$ cat src/rtl/mul_div_hilo_if.sv
// Operand/handshake and HI/LO bus bundle for the iterative multiply/divide unit.
// The master drives operands and bus writes; the slave owns HI, LO and status.
interface mul_div_hilo_if #(
  parameter int WIDTH = 32
);
  logic             start;
  logic             op;
  logic [WIDTH-1:0] opa;
  logic [WIDTH-1:0] opb;
  logic [WIDTH-1:0] bus_in;
  logic             HIin;
  logic             LOWin;
  logic [WIDTH-1:0] hi;
  logic [WIDTH-1:0] lo;
  logic             busy;
  logic             done;
  logic             div_by_zero;

  modport master (
    output start, op, opa, opb, bus_in, HIin, LOWin,
    input  hi, lo, busy, done, div_by_zero
  );

  modport slave (
    input  start, op, opa, opb, bus_in, HIin, LOWin,
    output hi, lo, busy, done, div_by_zero
  );
endinterface

$ cat src/rtl/mul_div_hilo.sv
// Iterative signed multiply (radix-2 Booth) / divide (restoring, on magnitudes)
// that owns the HI and LO registers; fixed latency of WIDTH+1 edges per operation.
module mul_div_hilo #(
  parameter int WIDTH = 32
) (
  input logic           Clock,
  input logic           Clear,
  mul_div_hilo_if.slave md
);

  localparam int CW = $clog2(WIDTH) + 1;

  typedef enum logic [1:0] {IDLE, RUN, FINISH} state_t;

  state_t           state, state_d;
  logic [CW-1:0]    cnt;
  logic             op_q, quo_neg_q, rem_neg_q, zero_q;
  logic [WIDTH-1:0] m_q;          // Booth multiplicand or divisor magnitude
  logic [WIDTH:0]   acc;          // Booth partial product / division remainder
  logic [WIDTH-1:0] q_r;          // multiplier being consumed / quotient being built
  logic             q_m1;
  logic [WIDTH-1:0] hi_q, lo_q;
  logic             done_q, dbz_q;

  logic [WIDTH:0]   acc_d, booth_sum, shifted, trial, m_ext;
  logic [WIDTH-1:0] q_d, opa_mag, opb_mag, quo, rem;
  logic             q_m1_d;

  assign md.hi          = hi_q;
  assign md.lo          = lo_q;
  assign md.busy        = (state != IDLE);
  assign md.done        = done_q;
  assign md.div_by_zero = dbz_q;

  always_ff @(posedge Clock) begin
    if (!Clear) state <= IDLE;
    else        state <= state_d;
  end

  // NOTE: every signal written here gets a default first, so no path leaves it unassigned and no latch is inferred.
  always_comb begin
    state_d = state;
    case (state)
      IDLE:    if (md.start) state_d = RUN;
      RUN:     if (cnt == CW'(WIDTH - 1)) state_d = FINISH;
      FINISH:  state_d = IDLE;
      default: state_d = IDLE;
    endcase
  end

  assign opa_mag = md.opa[WIDTH-1] ? (~md.opa + 1'b1) : md.opa;
  assign opb_mag = md.opb[WIDTH-1] ? (~md.opb + 1'b1) : md.opb;

  // One extra accumulator bit keeps the most-negative x most-negative product exact.
  assign m_ext   = {m_q[WIDTH-1], m_q};
  assign shifted = {acc[WIDTH-1:0], q_r[WIDTH-1]};
  assign trial   = shifted - {1'b0, m_q};

  always_comb begin
    acc_d     = acc;
    q_d       = q_r;
    q_m1_d    = q_m1;
    booth_sum = acc;
    if (!op_q) begin
      case ({q_r[0], q_m1})
        2'b01:   booth_sum = acc + m_ext;
        2'b10:   booth_sum = acc - m_ext;
        default: booth_sum = acc;
      endcase
      acc_d  = {booth_sum[WIDTH], booth_sum[WIDTH:1]};
      q_d    = {booth_sum[0], q_r[WIDTH-1:1]};
      q_m1_d = q_r[0];
    end else if (!trial[WIDTH]) begin
      acc_d = trial;
      q_d   = {q_r[WIDTH-2:0], 1'b1};
    end else begin
      acc_d = shifted;
      q_d   = {q_r[WIDTH-2:0], 1'b0};
    end
  end

  assign quo = quo_neg_q ? (~q_r + 1'b1) : q_r;
  assign rem = rem_neg_q ? (~acc[WIDTH-1:0] + 1'b1) : acc[WIDTH-1:0];

  // NOTE: the iteration datapath carries no reset; it is always fully loaded on the start edge before it is used.
  always_ff @(posedge Clock) begin
    if (state == IDLE && md.start) begin
      op_q      <= md.op;
      zero_q    <= md.op && (md.opb == '0);
      quo_neg_q <= md.opa[WIDTH-1] ^ md.opb[WIDTH-1];
      rem_neg_q <= md.opa[WIDTH-1];
      acc       <= '0;
      q_m1      <= 1'b0;
      m_q       <= md.op ? opb_mag : md.opa;
      q_r       <= md.op ? opa_mag : md.opb;
    end else if (state == RUN) begin
      acc  <= acc_d;
      q_r  <= q_d;
      q_m1 <= q_m1_d;
    end
  end

  // NOTE: sequential state uses non-blocking assignments so every register samples pre-edge values.
  always_ff @(posedge Clock) begin
    if (!Clear) begin
      hi_q   <= '0;
      lo_q   <= '0;
      done_q <= 1'b0;
      dbz_q  <= 1'b0;
      cnt    <= '0;
    end else begin
      done_q <= 1'b0;
      case (state)
        IDLE: begin
          if (md.start) begin
            cnt <= '0;
          end else begin
            if (md.HIin)  hi_q <= md.bus_in;
            if (md.LOWin) lo_q <= md.bus_in;
          end
        end
        RUN: cnt <= cnt + 1'b1;
        FINISH: begin
          done_q <= 1'b1;
          dbz_q  <= zero_q;
          // A zero divisor leaves HI/LO untouched.
          if (!zero_q) begin
            if (op_q) begin
              hi_q <= rem;
              lo_q <= quo;
            end else begin
              hi_q <= acc[WIDTH-1:0];
              lo_q <= q_r;
            end
          end
        end
        default: ;
      endcase
    end
  end

endmodule

$ cat src/flat_wrapper.sv
// flat-port wrapper written by rule: the top's interface ports become plain ports
module mul_div_hilo_flat 
#(
  parameter int WIDTH = 32
)
  (Clock, Clear, md_start, md_op, md_opa, md_opb, md_bus_in, md_HIin, md_LOWin, md_hi, md_lo, md_busy, md_done, md_div_by_zero);
  mul_div_hilo_if #(.WIDTH(WIDTH)) md_i ();
  input logic Clock;
  input logic Clear;
  input wire logic [$bits(md_i.start)-1:0] md_start;
  input wire logic [$bits(md_i.op)-1:0] md_op;
  input wire logic [$bits(md_i.opa)-1:0] md_opa;
  input wire logic [$bits(md_i.opb)-1:0] md_opb;
  input wire logic [$bits(md_i.bus_in)-1:0] md_bus_in;
  input wire logic [$bits(md_i.HIin)-1:0] md_HIin;
  input wire logic [$bits(md_i.LOWin)-1:0] md_LOWin;
  output wire logic [$bits(md_i.hi)-1:0] md_hi;
  output wire logic [$bits(md_i.lo)-1:0] md_lo;
  output wire logic [$bits(md_i.busy)-1:0] md_busy;
  output wire logic [$bits(md_i.done)-1:0] md_done;
  output wire logic [$bits(md_i.div_by_zero)-1:0] md_div_by_zero;
  assign md_i.start = md_start;
  assign md_i.op = md_op;
  assign md_i.opa = md_opa;
  assign md_i.opb = md_opb;
  assign md_i.bus_in = md_bus_in;
  assign md_i.HIin = md_HIin;
  assign md_i.LOWin = md_LOWin;
  assign md_hi = md_i.hi;
  assign md_lo = md_i.lo;
  assign md_busy = md_i.busy;
  assign md_done = md_i.done;
  assign md_div_by_zero = md_i.div_by_zero;
  mul_div_hilo #(.WIDTH(WIDTH)) u_core (.Clock(Clock), .Clear(Clear), .md(md_i));
endmodule
$ cat config.mk
export PLATFORM = sky130hd
export DESIGN_NAME = mul_div_hilo_flat
export DESIGN_NICKNAME = d
export VERILOG_FILES = /design/src/rtl/mul_div_hilo_if.sv /design/src/rtl/mul_div_hilo.sv /design/src/flat_wrapper.sv
export SDC_FILE = /design/constraint.sdc
export NUM_CORES = 1
export LEC_CHECK = 0
export BUFFER_PORTS_ARGS = -buffer_cell sky130_fd_sc_hd__buf_2
export CAP_MARGIN = 20
export CORE_MARGIN = 10
export CORE_UTILIZATION = 38
export DETAILED_ROUTE_END_ITERATION = 8
export GPL_ROUTABILITY_DRIVEN = 0
export PLACE_DENSITY = 0.56
export SYNTH_ARGS = -nofsm -noshare
export SYNTH_HDL_FRONTEND = slang
export SYNTH_SLANG_ARGS = --single-unit
export TNS_END_PERCENT = 10
$ cat constraint.sdc
create_clock -name Clock -period 5.71 [get_ports Clock]
set_clock_uncertainty 0.05 [all_clocks]
set_input_delay 0.2855 -clock Clock [delete_from_list [all_inputs] [get_ports Clock]]
set_output_delay 0.2855 -clock Clock [all_outputs]
set_load 0.02 [all_outputs]
# After elaboration in Yosys (flattened, before gate mapping)
# Index checks and enable logic that the tools add are counted.
dict set report op_classes {
  bitwise_logic 6
  addsub 8
  n_reduce_logical 13
  eq_ne 11
  n_mux 29
}
# cell n
set op_table {}
lappend op_table {{two-way mux 32 bit} 17}
lappend op_table {{adder 32 x 1 -> 32 bit, second input constant} 4}
lappend op_table {{NOT 32 bit} 4}
lappend op_table {{case mux 32 bit (2 select lines)} 2}
lappend op_table {{two-way mux 33 bit} 2}
lappend op_table {{case mux 33 bit (2 select lines)} 1}
lappend op_table {{adder 33 bit} 1}
lappend op_table {{subtractor 33 x 32 -> 33 bit} 1}
lappend op_table {{subtractor 33 bit} 1}
lappend op_table {{logical NOT 32 bit} 1}
lappend op_table {{case mux 6 bit (2 select lines)} 1}
lappend op_table {{inequality test 2 bit, second input constant} 5}
lappend op_table {{AND reduction 4 bit} 2}
lappend op_table {{nonzero test 2 bit} 4}
lappend op_table {{adder 6 x 1 -> 6 bit, second input constant} 1}
lappend op_table {{equality test 6 x 5 -> 1 bit, second input constant} 1}
lappend op_table {{two-way mux 6 bit} 1}
lappend op_table {{AND reduction 2 bit} 3}
lappend op_table {{equality test 2 x 1 -> 1 bit, second input constant} 2}
lappend op_table {{equality test 2 bit, second input constant} 2}
lappend op_table {{two-way mux 2 bit} 2}
lappend op_table {{case mux 2 bit (2 select lines)} 1}
lappend op_table {{logical AND 1 bit} 2}
lappend op_table {{logical NOT 2 bit} 1}
lappend op_table {{other kinds (4)} 5}
dict set report totals {
  regBits 176
  out_inout_bits 67
  input_bits 102
  elab_cells 81
}

# Depth between registers and ports, before layout
# Gate-level depths: netlist of the first run.
dict set report depth {
  depth_word 6
  depth_mapped 21
  depth_no_buf 20
}

# Least setup slack after synthesis of the first run
# OpenSTA, ideal clock, no wires.
dict set report synth_path {
  path_kind {register to register}
  from {register u_core.m_q[6]}
  to {register u_core.acc[31]}
  path_buffers 0
  required_ps 5543
  stages_incl_launch_ff 19
  synth_period_minus_slack_ps 4440
  setup_slack_ps 1270
  arrival_ps 4273
  setup_ps 117
  cell_sequence {edfxtp_1 or4_1 nor2_1 nand2_1 nor4_1 nand2_1 nor3_1 nor2_1 xnor2_1 ha_1 nand2_1 or4_1 a21o_1 a31oi_1 o22ai_1 mux2i_1 xor2_1 nand2_1 a22o_1}
}
dict set report synth_between {
  elab_chain_cells 3
  word_cells_on_any_way 6
  classes_between {add/sub: 3; mux: 3}
}
# element line_no
set synth_rtl {}
lappend synth_rtl {{from (decl)} mul_div_hilo.sv:18} ;# logic [WIDTH-1:0] m_q;
lappend synth_rtl {{from (signal assigned)} mul_div_hilo.sv:94} ;# m_q <= md.op ? opb_mag : md.opa;
lappend synth_rtl {{subtractor 33 bit (tied with other cells)} mul_div_hilo.sv:67} ;# 2'b10: booth_sum = acc - m_ext;
lappend synth_rtl {{case mux 33 bit (2 select lines) / two-way mux 33 bit (equally long branches)} {mul_div_hilo.sv:65, mul_div_hilo.sv:73}}
lappend synth_rtl {{two-way mux 33 bit *} mul_div_hilo.sv:64} ;# if (!op_q) begin
lappend synth_rtl {{to (signal assigned)} mul_div_hilo.sv:92} ;# acc <= '0;
lappend synth_rtl {{to (signal assigned)} mul_div_hilo.sv:97} ;# acc <= acc_d;
lappend synth_rtl {{to (decl)} mul_div_hilo.sv:19} ;# logic [WIDTH:0] acc;
# Mark *: on every way between the ends. The rest lies on a longest branch, timed or not.
# A chain may end at the register's enable or synchronous reset.

# Worst setup path after layout of the first run
# Same ends and word-level chain as after synthesis.

==> results.cfg, run 1 <==
[run_status]
status = finished, final reports clean

[route]
vias = 14915
wl_um = 55600
drc = 0
ant_nets = 0
drt_iter0_drc = 1576
wl_per_cell_um = 21.9
viasPerCell = 5.87
dr.pass1.iters = 6

[global_routing]
antenna_found_initial = 0
grt_pass1_wl_um = 83700
grt-ovfl-total = 0
grt_start_max_net_pins = 69
grt_pass1_vias = 14010
grt_use_total_pct = 22.7

[sta]
tightestPinTransition_ps = 1090
grt_setup_unrepaired = false
hold_violations = 0
slew_headroom_pct = 27.4
fmax_mhz = 205
period_minus_slack_ps = 4890
drv_slew = 0
setup_slack_ps = 821
setup_tns_ps = 0
setup_viol = 0
finalCritPeriodShare_pct = 85.6

[clock_network]
cts_tree = built
holdBufCountCts = 0
post_cts_buffers = 0
cts.sinks = 176
htreeDepth = 4
max-clock-path-buffers = 2
cts_root_buf = clkbuf_16
ctsResizeCount = 0
clkLatencyLatePin_ps = 460
cts-buffers-inserted = 17
path_clk_slew_ps = 80

[logic_synthesis]
synth_common_cells = 240 x nor2_1, 208 x a21oi_1, 144 x nand2_1
synth_top_area_share_pct = 14.6
postSynthAreaPerCell_um2 = 7.73
synthTopCellsByArea = dfxtp_1 15%, edfxtp_1 14%, a21oi_1 7.0%
synth-seq-cells = 176
synth_flop_cell = dfxtp_1
synth_edf_count = 68
post-synth-top-count-cell = nor2_1
netlist_area_mm2 = 0.0148
synth_top_cell_by_area = dfxtp_1
synthArstFlopShare_pct = 0
yosys_warnings = 0
syn-num-nets = 2091
ys_seq_area_share_pct = 28.4
synth_cells = 1915
yosys.cell_types.count = 76

[setup_path]
startpoint_type = flop
reg2regPathDepth = 19
cp_slowest_cell = or4_1
critical_path_class = flop to flop
cp-startpoint = u_core.m_q[6]$_DFFE_PP_
cp.required_ps = 6010
crit_path_end_kind = flop
endpoint = u_core.acc[31]$_SDFFE_PP0P_
timing.rr.start = u_core.m_q[6]$_DFFE_PP_
r2r_end = u_core.acc[31]$_SDFFE_PP0P_
max_stage_delay_ps = 590
arrival_ps = 5190
r2r_slack_ps = 820
path_cells = or4_1, nor2_1, nand2_1, nor4_1, buf_4, nand2_1, nor3_1, nor2_1, xnor2_1, ha_1, nand2_1, or4_1, a21o_1, a31oi_1, o22ai_1, mux2i_1, xor2_1, nand2_1, a22o_1
cp_common_cell = nand2_1
worstPathMaxFanout = 8

[place]
dpl_worst_slack_ps = 925
numPortBuffers = 168
hpwl_um = 43200
dpl_cell_area_mm2 = 0.0161

[floorplanning]
start_util_pct = 38.4
die_area_mm2 = 0.0472
ios = 169
rows = 72
die_h_um = 217
die_w_um = 217
core-area_mm2 = 0.0386

[power]
power_density_mw_per_mm2 = 359
p_leak_uw = 0.00675
vdd_drop_max_mv = 0.200

[cells_and_area]
nets = 2185
area_growth_pct = 12.4
drive_gt1_share_pct = 12.5
post-route-util_pct = 43.1
finish.instance_area_mm2 = 0.0166
fillers = 4018
diodes = 0

[worst_hold_path]
min_path_type = primary input to flop
min_from = md_bus_in[26]

[flow_run]
timing.max_cap.violations = 0
==> stage by stage <==
stage | cells | total power (uW) | hold slack (ps)
floorplan | 1915 | 3840 | 334
finish | 2540 | 5970 | 73.2
detailed placement | 2508 | 4720 | 419
global route | 2540 | 6330 | 68.2
global placement | 2507 | 4700 | 403
CTS | 2540 | 5910 | 56.1
==> power by group <==
group	switching [uW]	total (uW)	internal, uW
sequential	294	1770	1480
clock	605	1190	580
combinational	1850	3010	1160
==> per-layer routing <==
metal / vias to the layer above / GRT usage [%] / part of all wire, %
li1: 7177 / - / -
met5: - / 0 / 0
met4: 0 / 7.04 / 2.7
met1: 7017 / 31.3 / 45
met3: 73 / 4.56 / 8.4
met2: 648 / 34.7 / 44
==> layout by cell type, fill, tap and decap left out, types with 38 or more instances in the layout <==
master / count
xor2_1: 103
nand2_1: 144
o211ai_1: 38
o21ai_0: 136
buf_2: 167
ha_1: 72
mux2i_1: 43
inv_1: 68
a21oi_1: 208
xnor2_1: 88
edfxtp_1: 68
a211oi_1: 77
dfxtp_1: 108
nor2_1: 240
==> state kept, by name (all words and copies together) (netlist names), 2 cells and up <==
| name | cells |
|---|---|
| u_core.acc | 33 |
| u_core.m_q | 32 |
| u_core.md.hi | 32 |
| u_core.md.lo | 32 |
| u_core.q_r | 32 |
| u_core.cnt | 6 |
| u_core.state | 2 |
==> worst min-delay path by stage <==
| stage | slack (ps) | endpoint | cells after the start |
|---|---|---|---|
| after floorplan | 330 | u_core.op_q$_DFFE_PP_ | 0 |
| after global placement | 400 | u_core.md.hi[27]$_SDFFE_PN0P_ | 2 |
| after CTS | 60 | u_core.md.lo[26]$_SDFFE_PN0P_ | 3 |
| after global routing | 70 | u_core.md.lo[26]$_SDFFE_PN0P_ | 3 |
| final | 70 | u_core.md.lo[26]$_SDFFE_PN0P_ | 3 |
| after detailed placement | 420 | u_core.cnt[3]$_SDFFE_PN0P_ | 1 |
==> critical path: cells and delay by family (launching register included) <==
| family | cells | cell delay (ps) |
|---|---|---|
| AO/OA/AOI/OAI | 4 | 780 |
| XOR/XNOR | 2 | 330 |
| adder cells (fa/ha/maj) | 1 | 410 |
| buffers and inverters | 1 | 180 |
| flip-flops | 1 | 440 |
| multiplexers | 1 | 460 |
| AND/OR/NAND/NOR | 10 | 2130 |
==> cells by family (layout without fill, tap and decap cells) <==
group / count (synthesis) / after routing / synth area share [%]
compound gates: 636 / 636 / 27.0
xor+xnor: 191 / 191 / 11.3
flops: 176 / 176 / 28.4
buf+inv: 192 / 299 / 4.92
mux: 47 / 47 / 3.21
simple gates: 599 / 599 / 18.8
fa+ha+maj: 74 / 74 / 6.36
==> layout make-up <==
| class | count | area (um2) | area share (%) |
|---|---|---|---|
| clock buffers | 17 | 425 | 2.56 |
| clock inverters | 15 | 143 | 0.857 |
| inverters | 71 | 268 | 1.61 |
| multi-input cells | 1547 | 9880 | 59.4 |
| flip-flops and latches | 176 | 4200 | 25.3 |
| well taps | 518 | 648 | 3.90 |
| repair buffers | 196 | 1070 | 6.45 |
No activity file was read; power rests on OpenSTA's default activity.
==> run 2: changes to the inputs <==
CORE_MARGIN = 4   (was 10)
PLACE_DENSITY = 0.62   (was 0.56)
==> results.cfg, run 2 (synthesis results as in run 1) <==
[setup_path]
max_stage_delay_ps = 590
cp_slowest_cell = o21ai_0
arrival_ps = 5260
path_cells = inv_1, ha_1, nor3b_1, nor2b_1, a31oi_1, xnor2_1, ha_1, and3_1, nor4bb_1, o31ai_1, a41oi_1, a41oi_1, o21ai_0, a31oi_1, xnor2_1, nor2_1, a2111oi_0
r2r_slack_ps = 750
reg2regPathDepth = 17
cp_num_buf_inv = 1
crit_family = compound AO/OA/AOI/OAI gates
cp.required_ps = 6000
worstPathMaxFanout = 5
timing.rr.start = u_core.m_q[1]$_DFFE_PP_
startpoint_type = flop
r2r_end = u_core.acc[22]$_SDFFE_PP0P_
critical_path_class = flop to flop
crit_path_end_kind = flop

[clock_network]
cts.sinks = 176
max-clock-path-buffers = 2
ctsResizeCount = 0
cts-buffers-inserted = 17
holdBufCountCts = 0
path_clk_slew_ps = 80
clkLatencyLatePin_ps = 460
cts_root_buf = clkbuf_16
post_cts_buffers = 0
htreeDepth = 4
cts_tree = built

[place]
hpwl_um = 40300
numPortBuffers = 168

[worst_hold_path]
worstHoldEndpoint = u_core.md.lo[26]$_SDFFE_PN0P_
min_from = md_bus_in[26]
hold_path_depth = 3
min_path_type = primary input to flop

[floorplanning]
rows = 72
die_w_um = 205
die_h_um = 205
ios = 169
die_area_mm2 = 0.0422
core-area_mm2 = 0.0386
start_util_pct = 38.4

[sta]
period_minus_slack_ps = 4960
drv_slew = 0
tightestPinTransition_ps = 1080
finalCritPeriodShare_pct = 86.9
fmax_mhz = 201
slew_headroom_pct = 27.7
setup_tns_ps = 0
hold_violations = 0
grt_setup_unrepaired = false
setup_viol = 0

[global_routing]
grt_pass1_wl_um = 79400
grt_start_max_net_pins = 72
grt-ovfl-total = 0
antenna_found_initial = 0
grt_use_total_pct = 24.0
grt_pass1_vias = 14084

[flow_run]
timing.max_cap.violations = 0

[cells_and_area]
layout_commonest_cell = nor2_1
drive_gt1_share_pct = 12.8
largest-register = u_core.acc
area_growth_pct = 12.8
layout_common_cells = 240 x nor2_1, 208 x a21oi_1, 167 x buf_2
nets = 2191
post-route-util_pct = 43.3
largest_reg_flops = 33
diodes = 0

[power]
clkPwrFrac_pct = 20.2
p_comb_share_pct = 50.7
power_density_mw_per_mm2 = 356
vdd_drop_max_mv = 0.259
p_seq_share_pct = 29.1
p_switching_uw = 2660
p_int_uw = 3280
p_sw_share_pct = 44.7
p_leak_uw = 0.00679

[route]
drc = 0
vias = 15131
ant_nets = 0
wl_per_cell_um = 20.5
wl_um = 52200
drt_iter0_drc = 1430
viasPerCell = 5.94
dr.pass1.iters = 8

[run_status]
status = finished, final reports clean
[run 2: through the flow]
stage               total power (uW)  std cells  hold slack, ps  setup slack, ps  cell area, um2
CTS                             5880       2545            61.2              837           16700
detailed placement              4690       2513             400              920           16100
global route                    6300       2546            87.4              247           16700
floorplan                       3840       1915             334             1270           14800
finish                          5940       2546            73.4              747           16700
global placement                4660       2513             389             1090           16100
[run 2: worst max-delay path by stage]
stage	start	end	slack [ps]	cells past startpoint
after floorplan	u_core.m_q[6]$_DFFE_PP_	u_core.acc[31]$_SDFFE_PP0P_	1270	18
after global placement	u_core.m_q[1]$_DFFE_PP_	u_core.acc[31]$_SDFFE_PP0P_	1090	18
after detailed placement	u_core.m_q[1]$_DFFE_PP_	u_core.acc[22]$_SDFFE_PP0P_	920	17
after CTS	u_core.m_q[1]$_DFFE_PP_	u_core.acc[22]$_SDFFE_PP0P_	840	17
after global routing	u_core.m_q[1]$_DFFE_PP_	u_core.acc[22]$_SDFFE_PP0P_	250	17
final	u_core.m_q[1]$_DFFE_PP_	u_core.acc[22]$_SDFFE_PP0P_	750	17
[run 2: power by group through the flow]
| stage | logic, uW | registers (uW) | clock network, uW |
|---|---|---|---|
| final | 3010 | 1730 | 1200 |
| after global routing | 3300 | 1740 | 1260 |
| after CTS | 2960 | 1720 | 1200 |
| after detailed placement | 2940 | 1750 | 0 |
| after global placement | 2910 | 1740 | 0 |
| after floorplan | 2170 | 1670 | 0 |
[run 2: final cells by class]
type	instances	area [um2]
clock buffers	20	468
clock inverters	12	111
fillers	3932	21900
inverters	71	268
multi-input cells	1547	9880
flip-flops and latches	176	4200
well taps	518	648
repair buffers	202	1110
[run 2: tightest hold or removal path, cell delays in order]
cell	delay, ps
buf_2	110
nand2_1	70
a31oi_1	80
[run 2: metal layers]
metal / wire (um) / GRT usage (%)
met3: 3720 / 3.80
met4: 1880 / 8.71
met1: 22800 / 32.8
met2: 23900 / 38.5
met5: 0 / 0
